===== config.mk =====
export PLATFORM = sky130hd
export DESIGN_NAME = tick_hhmm_counter
export DESIGN_NICKNAME = d
export VERILOG_FILES = /design/src/rtl/tick_hhmm_counter.sv
export SDC_FILE = /design/constraint.sdc
export NUM_CORES = 1
export LEC_CHECK = 0
export ABC_AREA = 0
export BUFFER_PORTS_ARGS = -buffer_cell sky130_fd_sc_hd__buf_2
export CORE_MARGIN = 5
export CORE_UTILIZATION = 40
export DETAILED_ROUTE_END_ITERATION = 12
export PLACE_DENSITY = 0.66
export SLEW_MARGIN = 20
export SYNTH_ARGS = -nofsm -noshare
export SYNTH_HDL_FRONTEND = slang
export SYNTH_SLANG_ARGS = --single-unit

===== constraint.sdc =====
create_clock -name clk -period 6.7 [get_ports clk]
set_clock_uncertainty 0.2 [all_clocks]
set_input_delay 1.34 -clock clk [delete_from_list [all_inputs] [get_ports clk]]
set_output_delay 1.34 -clock clk [all_outputs]
set_load 0.005 [all_outputs]

===== src/rtl/tick_hhmm_counter.sv =====
// rtl/tick_hhmm_counter.sv - BCD HH:MM time-of-day counter with button set modes, auto-repeat and blink
// Build option: define HOUR12_EN for a 01..12 hour field with a PM flag; otherwise 00..23 and pm=0.
module tick_hhmm_counter #(
  parameter logic [7:0] HH_INIT    = 8'h00,
  parameter logic [7:0] MM_INIT    = 8'h00,
  parameter int         AUTOREP_MS = 250,
  parameter int         BLINK_MS   = 500
) (
  input  logic       clk,
  input  logic       rst,
  input  logic       ce1min,
  input  logic       ce1ms,
  input  logic       btn_mode,
  input  logic       btn_inc,
  output logic [7:0] hh_bcd,
  output logic [7:0] mm_bcd,
  output logic       set_hh,
  output logic       set_mm,
  output logic       blink,
  output logic       co_day,
  output logic       pm
);

  // Counters only need to reach (N-1); reaching it on a ce1ms pulse is the event.
  localparam int REP_W = (AUTOREP_MS > 1) ? $clog2(AUTOREP_MS) : 1;
  localparam int BLK_W = (BLINK_MS > 1) ? $clog2(BLINK_MS) : 1;
  localparam logic [REP_W-1:0] REP_LAST = REP_W'(AUTOREP_MS - 1);
  localparam logic [BLK_W-1:0] BLK_LAST = BLK_W'(BLINK_MS - 1);

  // True when v is two valid BCD digits and not above max_v.
  function automatic logic bcd_legal(input logic [7:0] v, input logic [7:0] max_v);
    return (v[7:4] <= 4'd9) && (v[3:0] <= 4'd9) && (v <= max_v);
  endfunction

  // BCD increment wrapping max_v -> wrap_v; an illegal value also recovers to wrap_v.
  function automatic logic [7:0] bcd_step(input logic [7:0] v,
                                          input logic [7:0] max_v,
                                          input logic [7:0] wrap_v);
    logic [7:0] r;
    if (!bcd_legal(v, max_v) || (v == max_v)) begin
      r = wrap_v;
    end else if (v[3:0] == 4'd9) begin
      r = {v[7:4] + 4'd1, 4'h0};
    end else begin
      r = {v[7:4], v[3:0] + 4'd1};
    end
    return r;
  endfunction

`ifdef HOUR12_EN
  localparam logic [7:0] HH_MAX  = 8'h12;
  localparam logic [7:0] HH_WRAP = 8'h01;
  localparam logic [7:0] HH_RST  = 8'h12;
`else
  localparam logic [7:0] HH_MAX  = 8'h23;
  localparam logic [7:0] HH_WRAP = 8'h00;
  localparam logic [7:0] HH_RST  = bcd_legal(HH_INIT, 8'h23) ? HH_INIT : 8'h00;
`endif
  localparam logic [7:0] MM_RST = bcd_legal(MM_INIT, 8'h59) ? MM_INIT : 8'h00;

  typedef enum logic [1:0] {
    RUN    = 2'd0,
    SET_HH = 2'd1,
    SET_MM = 2'd2
  } state_t;

  state_t state;
  state_t state_d;

  logic             mode_q;
  logic             inc_q;
  logic             armed_q;
  logic             mode_edge;
  logic             inc_edge;
  logic             in_set;
  logic [REP_W-1:0] rep_cnt;
  logic [BLK_W-1:0] blk_cnt;
  logic             rep_step;
  logic             inc_step;
  logic             minute_tick;
  logic             mm_rollover;
  logic             hh_step;
  logic             mm_step;
  logic             hour_advance;
  logic             last_hour;
  logic [7:0]       hh_next;
  logic [7:0]       mm_next;

  // Previous button levels; the first clock after reset only samples, so a held button is not an edge.
  always_ff @(posedge clk or posedge rst) begin
    if (rst) begin
      mode_q  <= 1'b0;
      inc_q   <= 1'b0;
      armed_q <= 1'b0;
    end else begin
      mode_q  <= btn_mode;
      inc_q   <= btn_inc;
      armed_q <= 1'b1;
    end
  end

  assign mode_edge = armed_q & btn_mode & ~mode_q;
  assign inc_edge  = armed_q & btn_inc & ~inc_q;
  assign in_set    = (state != RUN);

  // Mode button cycles RUN -> SET_HH -> SET_MM -> RUN.
  always_comb begin
    state_d = state;
    if (mode_edge) begin
      case (state)
        RUN:     state_d = SET_HH;
        SET_HH:  state_d = SET_MM;
        default: state_d = RUN;
      endcase
    end
  end

  // State register with the set-mode flags decoded from the next state.
  always_ff @(posedge clk or posedge rst) begin
    if (rst) begin
      state  <= RUN;
      set_hh <= 1'b0;
      set_mm <= 1'b0;
    end else begin
      state  <= state_d;
      set_hh <= (state_d == SET_HH);
      set_mm <= (state_d == SET_MM);
    end
  end

  // A repeat fires on the ce1ms pulse that completes AUTOREP_MS held pulses.
  assign rep_step = in_set & ~mode_edge & btn_inc & ce1ms & (rep_cnt == REP_LAST);

  // Auto-repeat counter: runs only while inc is held in a set mode and the mode is not changing.
  always_ff @(posedge clk or posedge rst) begin
    if (rst) begin
      rep_cnt <= '0;
    end else if (mode_edge || !in_set || !btn_inc) begin
      rep_cnt <= '0;
    end else if (ce1ms) begin
      rep_cnt <= rep_step ? '0 : rep_cnt + REP_W'(1);
    end
  end

  // Blink phase: toggles every BLINK_MS ce1ms pulses in set modes, restarts dark on every mode change.
  always_ff @(posedge clk or posedge rst) begin
    if (rst) begin
      blk_cnt <= '0;
      blink   <= 1'b0;
    end else if (mode_edge || !in_set) begin
      blk_cnt <= '0;
      blink   <= 1'b0;
    end else if (ce1ms) begin
      if (blk_cnt == BLK_LAST) begin
        blk_cnt <= '0;
        blink   <= ~blink;
      end else begin
        blk_cnt <= blk_cnt + BLK_W'(1);
      end
    end
  end

  // An edge and a repeat in the same cycle merge into one step; a mode edge swallows the step.
  assign inc_step     = in_set & ~mode_edge & (inc_edge | rep_step);
  assign hh_step      = inc_step & (state == SET_HH);
  assign mm_step      = inc_step & (state == SET_MM);
  assign minute_tick  = ce1min & (state == RUN);
  assign mm_rollover  = (mm_bcd == 8'h59);
  assign hour_advance = (minute_tick & mm_rollover) | hh_step;
  assign hh_next      = bcd_step(hh_bcd, HH_MAX, HH_WRAP);
  assign mm_next      = bcd_step(mm_bcd, 8'h59, 8'h00);

`ifdef HOUR12_EN
  assign last_hour = (hh_bcd == 8'h11) & pm;

  // PM flips when the hour passes 11 -> 12, whether by the clock or the set button.
  always_ff @(posedge clk or posedge rst) begin
    if (rst) begin
      pm <= 1'b0;
    end else if (hour_advance && (hh_bcd == 8'h11)) begin
      pm <= ~pm;
    end
  end
`else
  assign last_hour = (hh_bcd == 8'h23);
  assign pm        = 1'b0;
`endif

  // Time registers: minute ticks carry into hours in RUN; set-mode steps wrap within their field.
  always_ff @(posedge clk or posedge rst) begin
    if (rst) begin
      hh_bcd <= HH_RST;
      mm_bcd <= MM_RST;
      co_day <= 1'b0;
    end else begin
      co_day <= 1'b0;
      if (minute_tick) begin
        mm_bcd <= mm_next;
        if (mm_rollover) begin
          hh_bcd <= hh_next;
          co_day <= last_hour;
        end
      end else if (hh_step) begin
        hh_bcd <= hh_next;
      end else if (mm_step) begin
        mm_bcd <= mm_next;
      end
    end
  end

endmodule


# After elaboration in Yosys (flattened, before gate mapping)
# Index checks and enable logic that the tools add are counted.
# totals
reg_bits,42
latchBits,0
ram_bits,0
rom_bits,0
inputBits,6
out_inout_bits,21
elab_cells,98
n_memories,0
# op_classes
add_sub_neg,6
multipliers,0
n_div,0
order_cmp,6
n_eq_ne,12
n_shift,0
muxes,23
n_bitwise,17
reduce_logical,22
# ops
cell,count
8-bit 2-to-1 mux,13
9-bit 2-to-1 mux,3
4-bit by 1-bit adder with 4-bit output (second input constant),4
4-bit less-or-equal comparator (second input constant),4
1-bit bitwise AND,12
2-bit nonzero test,6
9-bit by 1-bit adder with 9-bit output (second input constant),1
9-bit equality test (second input constant),1
8-bit by 1-bit adder with 8-bit output (second input constant),1
4-bit equality test (second input constant),2
8-bit by 6-bit equality test with 1-bit output (second input constant),1
8-bit by 7-bit equality test with 1-bit output (second input constant),1
8-bit equality test (second input constant),1
8-bit by 6-bit less-or-equal comparator with 1-bit output (second input constant),1
8-bit by 7-bit less-or-equal comparator with 1-bit output (second input constant),1
2-bit AND reduction,3
1-bit 2-to-1 mux,5
2-bit by 1-bit equality test with 1-bit output (second input constant),2
2-bit equality test (second input constant),2
1-bit logical AND,4
1-bit logical NOT,4
1-bit logical OR,4
1-bit inverter,4
2-bit case mux with 2 select lines,1
other kinds (5),5

# Longest topological paths before layout
# logic_depth
ltp_word,13
depth_mapped,8
depth_no_buf,7

# Least setup slack after synthesis
# Ideal clock, no wire load.
# synth_timing
path_type,input-to-reg
from,in ce1min
to,reg hh_bcd[2]
setup_time_ns,0.080
t_arrival_ns,2.873
required_time_ns,6.420
path_slack_ns,3.547
stages,5
path_buffers,0
cell_sequence,or4b_1 or4_4 o21a_4 or4_4 o211ai_2
# synth_between
elab_chain_cells,3
elab_cells_between_ends,5
classes_between,eq/ne (1); mux (1); bitwise (1); reduce/logical (2)
# synth_lines
item,line,source
"start, declared",11,"input logic ce1min,"
1-bit bitwise AND *,167,assign minute_tick = ce1min & (state == RUN);
2-bit by 1-bit inequality test with 1-bit output (no source line) / 2-bit nonzero test (equally long branches),--,
2-bit AND reduction (no source line),--,
"end signal, assigned",200,hh_bcd <= hh_next;
"end signal, assigned",204,hh_bcd <= hh_next;
"end, declared",15,"output logic [7:0] hh_bcd,"
# Mark *: on every way between the ends. The rest lies on a longest branch, timed or not.
# A chain may end at the register's enable or synchronous reset.

# Final worst setup path
# layout_timing
from,in ce1min
to,reg hh_bcd[4]
# The elaborated chain is that of the path after synthesis.

==> impl_results.md <==
* Pre-CTS WS at approximately 3.4 ns
* Fill count at 556
* Die W at between 80 and 90 um
* Async S/R FF share, synth at 1.000
* Syn Inst Count at between 200 and 250
* Post-CTS Setup Inserts at 0
* Startpoint class of the critical path: input port
* Setup WS post-layout at 3.658 ns
* Post-CTS Resized at 0
* P_leak at about 0.0012 uW
* Worst slew margin at 0.5029
* Cts bufs inserted at 5
* Routed Wire Length at ~4.3 mm
* Netlist cell types at 51
* CTS tree: done
* Critical path type: in2reg
* Post-detailed-route count of antenna-violating nets at 0
* Slew of the pin with the lowest slew margin at roughly 0.74 ns
* DR vias at approximately 1,800
* Status: completed
* Top_reg_cell synth: dfrtp_1
* Top-level I/O count at 27
* Fin. max-slew vios at 0
* Largest net degree at the start of global routing at 43
* Maximum VDD drop at 0.1642 mV
* Die Y at approximately 85 um
* Routability cong. at 0.7880
* First-pass GRT wire length at 7.907 mm
* Drt pass-1 iters at 4
* Pwr Density at 292.0 nW/um^2
* Final Util at 0.4632
* EDFF count, synth at 0
* Final period util at 0.4541
* Crit path capture type: flip-flop
* Rows at 27
* Reg clk slew, reported paths at ~0.080 ns
* Drt first-iter violations at between 100 and 150
* Crit path max fanout at 4
* CP required at between 6 and 7 ns
* Critical Path AT at between 3 and 4 ns
* YS warnings at 0
* HPWL after DPL at 3.090 mm
* F_max at between 300 and 400 MHz
* #FFs+latches synth at between 40 and 50
* Post-route minimum period at approximately 3 ns
* Core area at 5473 um^2
* CTS sink cnt at 42
* Initial antenna violation count at 0
* Vias/cell at around 5.3
* Syn_area_per_cell at roughly 9.5 um^2
* HP Class: reg2reg
* H-Tree Level Count at 2
* IO buf count at 25
* Root Driver: clkbuf_8
* WL/cell at approximately 13 um
* Clk_lat worst skew at roughly 0.29 ns
* Setup tns final at 0 ns
* Fraction of layout cells with a size suffix above 1 at 0.1559
* GRT Overall Usage at 0.1338
* Die area at roughly 7200 um^2
* Deepest clock path buffer count at 2
* Hold Fails Final Rpt at 0
* Max Cap Violations at 0
* Sequential element share of the synthesized area at 0.4677
* Dpl cell area at approximately 2400 um^2
* Initial core utilization at 0.4106
* Post-synthesis cell area at around 2200 um^2
* Area added between synthesis and finish at 12.81%
* RSZ-0062 raised after global routing: false
* Net count after synthesis at 252
* Residual DRC at 0
* Final setup fails at 0
* GRT overflow at 0
* Antenna cells at 0
* Design Area, Final at about 2500 um^2
* Hold_buf cts at 0
* Overall Power at 740.1 uW
* Final #Nets at between 200 and 300
* Vias in the first global route at 1,704
==> stage by stage <==
| stage | std cells | hold slack [ns] |
|---|---|---|
| floorplan | 237 | 0.3012 |
| global placement | 327 | 0.3223 |
| detailed placement | 327 | 0.3216 |
| CTS | 335 | 0.3444 |
| global route | 335 | 0.3581 |
| finish | 335 | 0.3407 |
==> routing by layer <==
| metal | wire length (um) | part of all wire | track usage | vias up |
|---|---|---|---|---|
| met2 | 1963 | 0.46 | 0.2055 | 23 |
| met4 | 85 | 0.020 | 0.05612 | 0 |
| met1 | 2084 | 0.49 | 0.1797 | 845 |
| li1 | - | - | - | 891 |
| met5 | 0 | 0 | 0 | - |
| met3 | 159 | 0.037 | 0.03301 | 4 |
==> cell families after synthesis <==
| group | Yosys count | synth area share |
|---|---|---|
| flip-flops | 42 | 0.4677 |
| XOR/XNOR | 10 | 0.03898 |
| AO/OA/AOI/OAI | 54 | 0.1609 |
| buffers and inverters | 21 | 0.04009 |
| multiplexers | 3 | 0.01448 |
| AND/OR/NAND/NOR | 96 | 0.2244 |
| adder cells (fa/ha/maj) | 9 | 0.05011 |
| other | 2 | 0.003342 |
==> critical path: stages <==
cell and delay, ns:
buf_2 0.09, or4b_1 0.42, or4_4 0.44, o21ai_0 0.19
o21ai_0 0.22, mux2_2 0.31
==> final timing paths <==
check | startpoint | slack, ns | cells past startpoint | to
min reg2reg | blink | 0.34 | 2 | blink
min | blink | 0.34 | 2 | blink
max reg2reg | state[1] | 4.21 | 5 | hh_bcd[4]
min in group asynchronous | rst | 0.97 | 3 | set_hh
max | ce1min | 3.66 | 6 | hh_bcd[4]
max in group asynchronous | rst | 4.98 | 3 | rep_cnt[4]
==> state kept, by name, summed over array words and instances (netlist names) <==
name,cells
armed_q,1
blink,1
blk_cnt,9
co_day,1
hh_bcd,8
inc_q,1
mm_bcd,8
mode_q,1
rep_cnt,8
set_hh,1
set_mm,1
state,2
==> cell usage in the layout, fill, tap and decap left out, drive strengths merged, types with 4 or more instances in the layout <==
| cell | Yosys | final |
|---|---|---|
| a21o | 4 | 4 |
| a21oi | 6 | 6 |
| and2 | 4 | 4 |
| and3 | 6 | 6 |
| buf | 2 | 26 |
| clkbuf | 6 | 7 |
| dfrtp | 42 | 42 |
| ha | 9 | 9 |
| inv | 13 | 13 |
| nand2 | 26 | 26 |
| nand3 | 8 | 8 |
| nor2 | 21 | 21 |
| nor3 | 5 | 5 |
| o21ai | 20 | 20 |
| o31ai | 5 | 5 |
| xor2 | 7 | 7 |
==> report_power, final <==
group	switching [uW]	total (uW)	leakage, uW	internal (uW)
logic	105	188	0.000593	82.7
clock network	83.4	195	0.0000524	112
registers	62.5	357	0.000550	295
total	251	740	0.00120	489
==> cells in the mapped netlist (4+ instances only) <==
cell,n,share of area
dfrtp_1,42,0.47
nand2_1,26,0.043
nor2_1,21,0.035
o21ai_0,19,0.042
inv_1,13,0.022
ha_1,9,0.050
nand3_1,8,0.018
xor2_1,7,0.027
a21oi_1,6,0.013
and3_1,6,0.017
clkbuf_1,6,0.010
nor3_1,5,0.011
o31ai_1,5,0.017
a21o_1,4,0.013
==> area by class of cell <==
type / instances / area, um^2 / area share
inverters: 13 / 48.80 / 0.01925
flip-flops and latches: 42 / 1051 / 0.4146
clock buffers: 7 / 76.32 / 0.03011
clock inverters: 1 / 30.03 / 0.01185
multi-input cells: 174 / 1106 / 0.4363
well taps: 72 / 90.09 / 0.03554
repair buffers: 26 / 132.6 / 0.05232
(Power assumes the default switching activity.)
